===== src/rtl/reg_bank_pkg.sv =====
// Shared definitions for the register bank: write-operation codes and their width.
package reg_bank_pkg;
    localparam int OP_W = 3;

    localparam logic [OP_W-1:0] OP_LOAD = 3'b000;
    localparam logic [OP_W-1:0] OP_CLR  = 3'b001;
    localparam logic [OP_W-1:0] OP_INC  = 3'b010;
    localparam logic [OP_W-1:0] OP_DEC  = 3'b011;
    localparam logic [OP_W-1:0] OP_SHL  = 3'b100;
    localparam logic [OP_W-1:0] OP_SHR  = 3'b101;
    localparam logic [OP_W-1:0] OP_NOP  = 3'b110;

    // Codes 110 and 111 both do nothing.
    function automatic logic op_is_nop(input logic [OP_W-1:0] op);
        return op[2] & op[1];
    endfunction
endpackage


===== src/rtl/reg_bank_alu.sv =====
// Combinational in-place operation unit for the register bank write port.
module reg_bank_alu
    import reg_bank_pkg::*;
#(
    parameter int WIDTH = 6
) (
    input  logic [WIDTH-1:0] old,
    input  logic [WIDTH-1:0] wdata,
    input  logic [OP_W-1:0]  wop,
    output logic [WIDTH-1:0] result,
    output logic             carry_out,
    output logic             zero_out
);
    localparam logic [WIDTH-1:0] ONE = WIDTH'(1);

    always_comb begin
        result    = old;
        carry_out = 1'b0;
        case (wop)
            OP_LOAD: result = wdata;
            OP_CLR:  result = '0;
            OP_INC: begin
                result    = old + ONE;
                carry_out = &old;
            end
            OP_DEC: begin
                result    = old - ONE;
                carry_out = ~|old;
            end
            OP_SHL: begin
                result    = {old[WIDTH-2:0], 1'b0};
                carry_out = old[WIDTH-1];
            end
            OP_SHR: begin
                result    = {1'b0, old[WIDTH-1:1]};
                carry_out = old[0];
            end
            default: result = old;
        endcase
    end

    assign zero_out = (result == '0);
endmodule


===== src/rtl/reg_bank_n.sv =====
// Architectural register file: DEPTH x WIDTH registers, one operate-in-place write
// port, two combinational read ports with optional forwarding, registered flags.
module reg_bank_n
    import reg_bank_pkg::*;
#(
    parameter int  WIDTH    = 6,
    parameter int  DEPTH    = 4,
    parameter int  BYPASS   = 1,
    parameter int  ZERO_REG = 0,
    localparam int AW       = $clog2(DEPTH)
) (
    input  logic             clk,
    input  logic             rst_n,
    input  logic             we,
    input  logic [OP_W-1:0]  wop,
    input  logic [AW-1:0]    waddr,
    input  logic [WIDTH-1:0] wdata,
    input  logic [AW-1:0]    raddr_a,
    output logic [WIDTH-1:0] rdata_a,
    input  logic [AW-1:0]    raddr_b,
    output logic [WIDTH-1:0] rdata_b,
    output logic             carry,
    output logic             zero
);
    logic [WIDTH-1:0] regs_q [DEPTH];
    logic             carry_q;
    logic             zero_q;

    logic             waddr_ok;
    logic             wr_eff;
    logic [WIDTH-1:0] old_val;
    logic [WIDTH-1:0] regs_d;
    logic             carry_d;
    logic             zero_d;
    logic [DEPTH-1:0] wr_sel;

    assign waddr_ok = (int'(waddr) < DEPTH) && !((ZERO_REG != 0) && (waddr == '0));
    assign wr_eff   = we && !op_is_nop(wop) && waddr_ok;
    assign old_val  = waddr_ok ? regs_q[waddr] : '0;

    reg_bank_alu #(.WIDTH(WIDTH)) u_alu (
        .old       (old_val),
        .wdata     (wdata),
        .wop       (wop),
        .result    (regs_d),
        .carry_out (carry_d),
        .zero_out  (zero_d)
    );

    genvar gi;
    generate
        for (gi = 0; gi < DEPTH; gi++) begin : g_entry
            assign wr_sel[gi] = wr_eff && (waddr == AW'(gi));

            always_ff @(posedge clk or negedge rst_n) begin
                if (!rst_n) begin
                    regs_q[gi] <= '0;
                end else if (wr_sel[gi]) begin
                    regs_q[gi] <= regs_d;
                end
            end
        end
    endgenerate

    always_ff @(posedge clk or negedge rst_n) begin
        if (!rst_n) begin
            carry_q <= 1'b0;
            zero_q  <= 1'b0;
        end else if (wr_eff) begin
            carry_q <= carry_d;
            zero_q  <= zero_d;
        end
    end

    assign carry = carry_q;
    assign zero  = zero_q;

    // Both read ports share one decode: out-of-range and hardwired-zero reads give 0,
    // a matching pending write is forwarded when BYPASS is set.
    logic [AW-1:0]    rd_addr [2];
    logic [WIDTH-1:0] rd_data [2];

    assign rd_addr[0] = raddr_a;
    assign rd_addr[1] = raddr_b;
    assign rdata_a    = rd_data[0];
    assign rdata_b    = rd_data[1];

    generate
        for (gi = 0; gi < 2; gi++) begin : g_rd
            always_comb begin
                rd_data[gi] = '0;
                if ((int'(rd_addr[gi]) < DEPTH) &&
                    !((ZERO_REG != 0) && (rd_addr[gi] == '0))) begin
                    if ((BYPASS != 0) && wr_eff && (rd_addr[gi] == waddr)) begin
                        rd_data[gi] = regs_d;
                    end else begin
                        rd_data[gi] = regs_q[rd_addr[gi]];
                    end
                end
            end
        end
    endgenerate
endmodule


===== config.mk =====
export PLATFORM = sky130hd
export DESIGN_NAME = reg_bank_n
export DESIGN_NICKNAME = d
export VERILOG_FILES = /design/src/rtl/reg_bank_pkg.sv /design/src/rtl/reg_bank_alu.sv /design/src/rtl/reg_bank_n.sv
export SDC_FILE = /design/constraint.sdc
export NUM_CORES = 1
export LEC_CHECK = 0
export ABC_AREA = 1
export BUFFER_PORTS_ARGS = -buffer_cell sky130_fd_sc_hd__buf_4
export CORE_MARGIN = 5
export CORE_UTILIZATION = 27
export DETAILED_ROUTE_END_ITERATION = 8
export GPL_ROUTABILITY_DRIVEN = 0
export PLACE_DENSITY = 0.56
export SLEW_MARGIN = 5
export SYNTH_ARGS = -nofsm -noshare
export SYNTH_HDL_FRONTEND = slang
export SYNTH_SLANG_ARGS = --single-unit

===== constraint.sdc =====
create_clock -name clk -period 3.6 [get_ports clk]
set_input_delay 0.72 -clock clk [delete_from_list [all_inputs] [get_ports clk]]
set_output_delay 0.72 -clock clk [all_outputs]
set_load 0.01 [all_outputs]

### Word level (Yosys, flattened, before mapping)

Index checks and enable logic that the tools add are counted.
Widths: inputs -> output; s select.

* flip-flop bits (word level): 26
* input port bits: 18
* output and inout bits: 14

* $add $sub $neg: 2
* order comparisons: 3
* equal/unequal tests: 10
* multiplexer cells: 13
* bitwise logic cells: 4
* reduce and logical (&&, ||, !) cells: 14

Operators with widths (count)
* $mux 6: 8
* $bmux 6 s2: 3
* $pmux 6 s6: 1
* $ge 3x3->1 const B: 3
* $not 2->3: 3
* $logic_and 1x1->1: 7
* $add 6x1->6 const B: 1
* $eq 3x2->1 const B: 2
* $eq 3x3->1 const B: 2
* $logic_not 6->1: 1
* $reduce_and 6->1: 1
* $reduce_or 6->1: 1
* $sub 6x1->6 const B: 1
* $eq 2x2->1: 2
* $eq 2x2->1 const B: 2
* $pmux 1 s4: 1
* $eq 3x1->1 const B: 1
* $logic_not 3->1: 1
* $eq 2x1->1 const B: 1
* $logic_not 1->1: 2
* $logic_not 2->1: 1
* $and 1x1->1: 1

### Longest topological paths before layout

Gate-level depths: netlist of the first run.

* depth after elaboration: 7
* depth in mapped cells: 17
* gate-level depth less buffers: 16

### By module

A second synthesis of the first run with hierarchy kept.

* cell total of the unflattened synthesis: 418
* area, all modules: 2449.8 sq um

Modules (own cells, without submodules)
* reg_bank_n: instances 1, cells an instance 295, area each 1835.5 sq um
* reg_bank_alu: instances 1, cells an instance 123, area each 614.3 sq um

### Worst setup path after synthesis of the first run

Ideal clock, no wire load.

* kind: input port to output port
* start: in waddr[0]
* end: out rdata_a[4]
* data arrival time: 2384 ps
* path slack: 496 ps
* stages on the path: 16
* path buffers: 2
* cells stage by stage: buf_6 buf_6 nand2_1 nand2_1 nand2_2 nand2_4 fa_1 nand2_1 nand2_1 nand2_1 nand2_1 nand2_1 nand3_1 nand4_2 nor2_1 a31oi_1

* cells in the longest elaborated chain, start to end: 7

RTL lines
* start, declared: RTL line reg_bank_n.sv:16 `input logic [AW-1:0] waddr,`
* $not 2->3 (implied by the code): RTL line reg_bank_n.sv:39 `assign old_val = waddr_ok ? regs_q[waddr] : '0;`
* $bmux 6 s2: RTL line reg_bank_n.sv:39
* $mux 6 (implied by the code) (2 in a row): RTL line reg_bank_n.sv:39
* $sub 6x1->6 / $add 6x1->6 (equally long branches): RTL line reg_bank_alu.sv:27, reg_bank_alu.sv:23
* $pmux 6 s6: RTL line reg_bank_alu.sv:19 `case (wop)`
* $mux 6 *: RTL line reg_bank_n.sv:94 `if ((BYPASS != 0) && wr_eff && (rd_addr[gi] == waddr)) begin`
* end, declared: RTL line reg_bank_n.sv:19 `output logic [WIDTH-1:0] rdata_a,`

Mark *: on every way between the ends. The rest lies on a longest branch, timed or not. The select of a mux whose other input is x is not followed.

### Final worst setup path of the first run

* start: in waddr[1]
* end: out rdata_b[5]

* cells in the longest elaborated chain, start to end: 7

RTL lines
* $not 2->3 (implied by the code): RTL line reg_bank_n.sv:39
* $bmux 6 s2: RTL line reg_bank_n.sv:39
* $mux 6 (implied by the code) (2 in a row): RTL line reg_bank_n.sv:39
* $sub 6x1->6 / $add 6x1->6 (equally long branches): RTL line reg_bank_alu.sv:27, reg_bank_alu.sv:23
* $pmux 6 s6: RTL line reg_bank_alu.sv:19
* $mux 6 *: RTL line reg_bank_n.sv:94
* end, declared: RTL line reg_bank_n.sv:21 `output logic [WIDTH-1:0] rdata_b,`

Marked as above.

==> results.yml, run 1 <==
outcome:
  outcome: "completed"
worst_setup_path:
  worstPathMaxFanout: 12
  cpMostUsedCell: "nand2_1"
  cp_top_family: "buffers and inverters"
  crit_type: "in -> out"
  required_ns: 2.88
  crit_path_start_kind: "input pin"
  path_buf_inv: 4
  crit_slowest_cell: "ha_1"
  critPathCaptureType: "output pin"
  crit_path_cell_trace: "buf_6, clkinvlp_4, nand2_2, nand2_4, ha_1, a21oi_1, o21ai_0, inv_1, nand2_1, nand2_1, nand3_1, nand2_1, nand2_2, o21ai_1, buf_4"
  slowest_delay_ns: 0.33
  cp.arrival_ns: 2.71
clock_network:
  cts.sinks: 26
  postCtsSetupBuffers: 0
  root_buffer: "clkbuf_8"
  cts_tree: "built"
  cts_buffers: 3
  cts_buffer_depth: 2
  clk_latency_ns: 0.27
  htree_levels: 1
  path_clk_slew_ns: 0.09
yosys:
  yosys.area.top_type: "dfrtp_1"
  syn_inst: 363
  synth_area_leaders: "dfrtp_1, nand2_1, o21ai_0, nor2_1, o21ai_1"
  synth-seq-cells: 26
  synth_top_area_share_pct: 28.2
  yosysMostFrequentCell: "nand2_1"
  synth_cell_types: 37
  synth_fp_nets: 386
  synthArstFlopShare_pct: 100
  synth_area_mm2: 0.00231
  yosysSeqAreaShare_pct: 28.2
  ys_top_cells_by_count: "nand2_1, o21ai_0, nor2_1"
  syn_area_per_cell_um2: 6.35
  ys.flop_type: "dfrtp_1"
  synth-warning-count: 0
  synth_edf_count: 0
worst_hold_path:
  hp-class: "in -> async"
die:
  io_pins: 32
  rows: 33
  die_area_mm2: 0.0105
  start_util_pct: 27.9
  core_mm2: 0.00826
  die_w_um: 102
  die_h_um: 102
route:
  via_per_inst: 4.91
  ant_nets: 0
  drtIter0Drc: 110
  first_pass_iters: 4
  via_count: 2419
  drt_wl_total_um: 6970
  post_drt_wl_per_cell_um: 14.1
  drc: 0
cells_and_area:
  drive_above_1_share_pct: 19.1
  multiInputGateArea_mm2: 0.00148
  syn_to_final_growth_pct: 17.4
  fillers: 906
  design_area_mm2: 0.00271
  seqCellArea_um2: 651
  antenna_cells: 0
  nets: 412
global_route:
  overflow: 0
  grt_pass1_vias: 2306
  grt_pass1_wl_um: 11600
  grt_max_degree: 27
  grt_antenna_before_repair: 0
  grtUsageTotal_pct: 13.9
placed_design:
  place_area_mm2: 0.00263
  hpwl_um: 5320
  portBuffers: 31
  post-place-ws_ns: 0.127
timing:
  timing.final.ws_setup_ns: 0.168
  period_share_pct: 95.3
  whs_ns: 0.343
  relSlewSlack_pct: 66.0
  min_period_ns: 3.43
  setup_viol: 0
  finalClockSkew_ns: 0.00290
  final_hold_viol_count: 0
  tightest_slew_ns: 0.507
  drv_slew: 0
  fmax_mhz: 291
pwr:
  p_int_w: 0.000644
  p_clk_share_pct: 17.6
  power_frac_comb_pct: 43.3
  seqPwrFrac_pct: 39.1
  leakage_nw: 1.30
  p_per_area_mw_per_mm2: 405
  p_sw_w: 0.000451
  p_sw_share_pct: 41.2
  irDropWorstVdd_mv: 0.137
flow_run:
  drv_cap: 0
## stage by stage
step | instances | power [W] | util (%) | TNS [ns]
after global placement | 489 | 0.000902 | 31.8 | 0
after CTS | 493 | 0.00110 | 32.5 | 0
after floorplan | 363 | 0.000732 | - | 0
after detailed placement | 489 | 0.000907 | 31.8 | 0
after global routing | 493 | 0.00119 | 32.8 | -0.000513
final | 493 | 0.00110 | 32.8 | 0
## final cells by class
type / instances / share of cell area (%)
flip-flops and latches: 26 / 24.0
inverters: 29 / 4.25
clock buffers: 4 / 2.03
multi-input cells: 294 / 54.5
repair buffers: 35 / 10.3
well taps: 105 / 4.85
## flip-flops by register name (all words and copies together), names as in the netlist
| name | cells |
|---|---|
| zero | 1 |
| carry | 1 |
| regs_q | 24 |
## layout by cell type, fill, tap and decap left out, drive strengths merged
master	n
a21oi	13
a22oi	1
a31oi	2
and2	1
buf	35
clkbuf	4
clkinv	1
clkinvlp	1
dfrtp	26
fa	1
ha	4
inv	27
nand2	138
nand3	19
nand3b	4
nand4	3
nor2	32
nor3	3
o211ai	2
o21ai	62
o22ai	4
or2	1
xnor2	4
## path summary, 6_finish.rpt
kind                            start  cells after the start  slack, ns         end
setup / recovery             waddr[1]                     15       0.17  rdata_b[5]
hold / removal                  rst_n                      1       0.34   regs_q[1]
setup reg to reg           regs_q[14]                     16       1.30        zero
hold reg to reg             regs_q[8]                      2       0.50   regs_q[8]
max in group asynchronous       rst_n                      1       3.00  regs_q[16]
min in group clk            regs_q[8]                      2       0.50   regs_q[8]
## cell families after synthesis
group | Yosys count | synth area share [%]
XOR/XNOR | 4 | 1.52
AO/OA/AOI/OAI | 84 | 19.2
adder cells (fa/ha/maj) | 5 | 3.04
buffers and inverters | 43 | 8.03
AND/OR/NAND/NOR | 201 | 40.0
flip-flops | 26 | 28.2
## power by group through the flow
stage / clock network (W) / logic (W) / registers [W]
6_report: 0.000193 / 0.000474 / 0.000428
5_1_grt: 0.000212 / 0.000538 / 0.000436
4_1_cts: 0.000199 / 0.000476 / 0.000427
3_5_place_dp: 0 / 0.000474 / 0.000433
3_3_place_gp: 0 / 0.000467 / 0.000436
2_1_floorplan: 0 / 0.000325 / 0.000408
## routing by layer
metal  up-vias  track usage (%)  part of all wire [%]
met5         -                0                     0
met4         0             2.22                   1.1
met3         6             2.32                   5.2
met1      1125             19.3                    46
li1       1235                -                     -
met2        53             23.2                    47
## repair_timing
action | in CTS | in global routing
gates resized for setup | 0 | 6
hold buffers | 0 | 0
setup endpoints to repair | 0 | 6
Note: power is estimated with default switching activity, not from simulation.
==> inputs of run 2 (changes only) <==
--- a/config.mk
+++ b/config.mk
@@ -12,7 +12,8 @@
 export DETAILED_ROUTE_END_ITERATION = 8
 export GPL_ROUTABILITY_DRIVEN = 0
-export PLACE_DENSITY = 0.56
+export PLACE_DENSITY = 0.55
 export SLEW_MARGIN = 5
 export SYNTH_ARGS = -nofsm -noshare
 export SYNTH_HDL_FRONTEND = slang
+export SYNTH_HIERARCHICAL = 1
 export SYNTH_SLANG_ARGS = --single-unit
==> constraint.sdc (replaced) <==
create_clock -name clk -period 3.6 [get_ports clk]
set_input_delay 0.72 -clock clk [delete_from_list [all_inputs] [get_ports clk]]
set_output_delay 0.72 -clock clk [all_outputs]
set_load 0.1 [all_outputs]
==> run 2 against run 1 <==
Effect of this change: largest cell class unchanged; highest routed layer unchanged; synthesized cell count is 15% higher; die area is 5.6% higher; combinational power is 97% higher; clock skew is 0.0045 ns higher; largest power group unchanged; global-route usage is 1.4 points higher; non-clock buffer count is 24 higher.
==> results.yml, run 2 <==
pwr:
  p_sw_w: 0.000766
  irDropWorstVdd_mv: 0.217
  p_int_w: 0.000746
  p_clk_share_pct: 11.2
  p_per_area_mw_per_mm2: 456
  power_frac_comb_pct: 61.8
  p_sw_share_pct: 50.7
  leakage_nw: 1.70
  power_w: 0.00151
  seqPwrFrac_pct: 27.0
clock_network:
  cts_buffer_depth: 2
  clk_latency_ns: 0.28
  cts_hold_buf: 0
  path_clk_slew_ns: 0.09
  cts_buffers: 3
  cts.sinks: 26
  cts_tree: "built"
  root_buffer: "clkbuf_8"
  htree_levels: 1
cells_and_area:
  drive_above_1_share_pct: 25.2
  antenna_cells: 0
  largest_reg_flops: 24
  fillers: 964
  final_common_cell: "nand2_1"
  final_cell_mix: "nand2_1, nand3_1, inv_1, buf_4, dfrtp_1"
  top_register: "regs_q"
  nets: 493
  syn_to_final_growth_pct: 35.4
  design_area_mm2: 0.00332
yosys:
  ys.flop_type: "dfrtp_1"
  synth_area_leaders: "nand2_1, dfrtp_1, nand3_1, inv_1, o21ai_0"
  synth-seq-cells: 26
  synth-warning-count: 6
  synthArstFlopShare_pct: 100
  synth_edf_count: 0
  syn_inst: 418
  yosys.area.top_type: "nand2_1"
  synth_fp_nets: 441
  synth_top_area_share_pct: 27.0
  syn_area_per_cell_um2: 5.86
  synth_area_mm2: 0.00245
  yosysSeqAreaShare_pct: 26.6
  synth_cell_types: 27
  ys_top_cells_by_count: "nand2_1, nand3_1, inv_1"
  yosysMostFrequentCell: "nand2_1"
die:
  core_mm2: 0.00876
  start_util_pct: 28.0
  io_pins: 32
  rows: 34
  die_h_um: 105
  die_w_um: 105
  die_area_mm2: 0.0111
route:
  ant_nets: 0
  post_drt_wl_per_cell_um: 14.6
  first_pass_iters: 5
  drt_wl_total_um: 8410
  via_count: 2838
  drtIter0Drc: 303
  via_per_inst: 4.93
  drc: 0
worst_setup_path:
  cp.arrival_ns: 2.77
  required_ns: 2.88
  worstPathMaxFanout: 5
  crit_path_start_kind: "input pin"
  critPathCaptureType: "output pin"
  crit_type: "in -> out"
placed_design:
  place_area_mm2: 0.00300
  hpwl_um: 6720
  portBuffers: 31
timing:
  tightest_slew_ns: 0.698
  drv_slew: 0
  finalClockSkew_ns: 0.00743
  final_hold_viol_count: 0
  fmax_mhz: 287
  period_share_pct: 96.9
  min_period_ns: 3.49
  setup_viol: 0
  rsz0062_at_grt: "yes"
  relSlewSlack_pct: 53.3
outcome:
  outcome: "completed"
global_route:
  grt_antenna_before_repair: 0
  grt_max_degree: 27
  grt_pass1_wl_um: 14100
  grt_pass1_vias: 2768
  grtUsageTotal_pct: 15.3
  overflow: 0
flow_run:
  drv_cap: 0
worst_hold_path:
  hp-class: "in -> async"
-- run 2: cell count changes after synthesis, sizes merged, moves of 3 or more --
cell     delta
o21ai      -30
nand3      +43
nor2       -13
inv        +34
clkbuf      -3
o22ai       -4
a21oi       -6
a22oi       +3
nand2      +39
o2111ai     +4
-- run 2: repair_timing --
item / in CTS / in global routing
setup buffers: 2 / 0
endpoints found under the hold margin: 0 / 0
resized for setup: 25 / 29
cloned: 0 / 0
pin swaps: 3 / 15
setup endpoints to repair: 10 / 12
-- run 2: logic make-up (layout without fill, tap and decap cells) --
logic type      Yosys count  count (layout)  share of synthesized area, %
flops                    26              26                          26.6
xor+xnor                  2               2                          1.33
buf+inv                  74             124                          12.1
simple gates            264             264                          46.3
compound gates           47              47                          10.9
fa+ha+maj                 5               5                          2.86
-- run 2: cell type report --
class | instances | area (um2) | area share [%]
Timing Repair Buffer | 59 | 561 | 16.9
Clock buffer | 3 | 41.3 | 1.24
Sequential cell | 26 | 651 | 19.6
Multi-Input combinational cell | 318 | 1690 | 50.9
Inverter | 62 | 241 | 7.28
Tap cell | 108 | 135 | 4.07
-- run 2: worst max-delay path: stages --
cell	delay, ns
buf_6	0.11
buf_12	0.11
nor2_4	0.04
buf_4	0.13
a22oi_2	0.12
nand2_2	0.12
fa_2	0.43
inv_1	0.06
nand2_1	0.05
nand2_1	0.06
nor2_1	0.05
nor2_1	0.17
nand3_2	0.16
nand3_1	0.13
nand2_2	0.06
buf_4	0.23
-- run 2: power groups by stage --
stage / clock (W) / sequential, W / combinational (W)
final: 0.000169 / 0.000408 / 0.000935
after global routing: 0.000188 / 0.000415 / 0.00102
after CTS: 0.000176 / 0.000404 / 0.000885
after detailed placement: 0 / 0.000410 / 0.000826
after global placement: 0 / 0.000412 / 0.000827
after floorplan: 0 / 0.000415 / 0.000554
-- run 2: final timing paths --
check / endpoint / slack (ns) / cells past startpoint / from
min in group clk: carry / 0.49 / 2 / carry
setup reg to reg: zero / 1.13 / 15 / regs_q[1]
hold / removal: regs_q[22] / 0.34 / 1 / rst_n
hold reg to reg: carry / 0.49 / 2 / carry
max in group asynchronous: regs_q[13] / 3.00 / 1 / rst_n
setup / recovery: rdata_a[2] / 0.11 / 16 / waddr[0]
-- run 2: layer usage --
layer,track usage (%),share of wire (%),wire [um]
met1,22.3,47,3920
met2,23.1,44,3720
met3,2.69,7.1,597
met4,4.29,2.1,176
met5,0,0,0
-- run 2: metrics by stage --
stage | hold slack (ns) | TNS, ns | utilization (%) | std cells | setup WS (ns)
floorplan | 0.424 | 0 | - | 418 | 0.0317
global placement | 0.477 | -0.913 | 34.3 | 571 | -0.165
detailed placement | 0.478 | -1.16 | 34.3 | 571 | -0.194
CTS | 0.347 | 0 | 36.1 | 576 | 0.000635
global route | 0.350 | -0.0439 | 37.9 | 576 | -0.0177
finish | 0.336 | 0 | 37.9 | 576 | 0.110
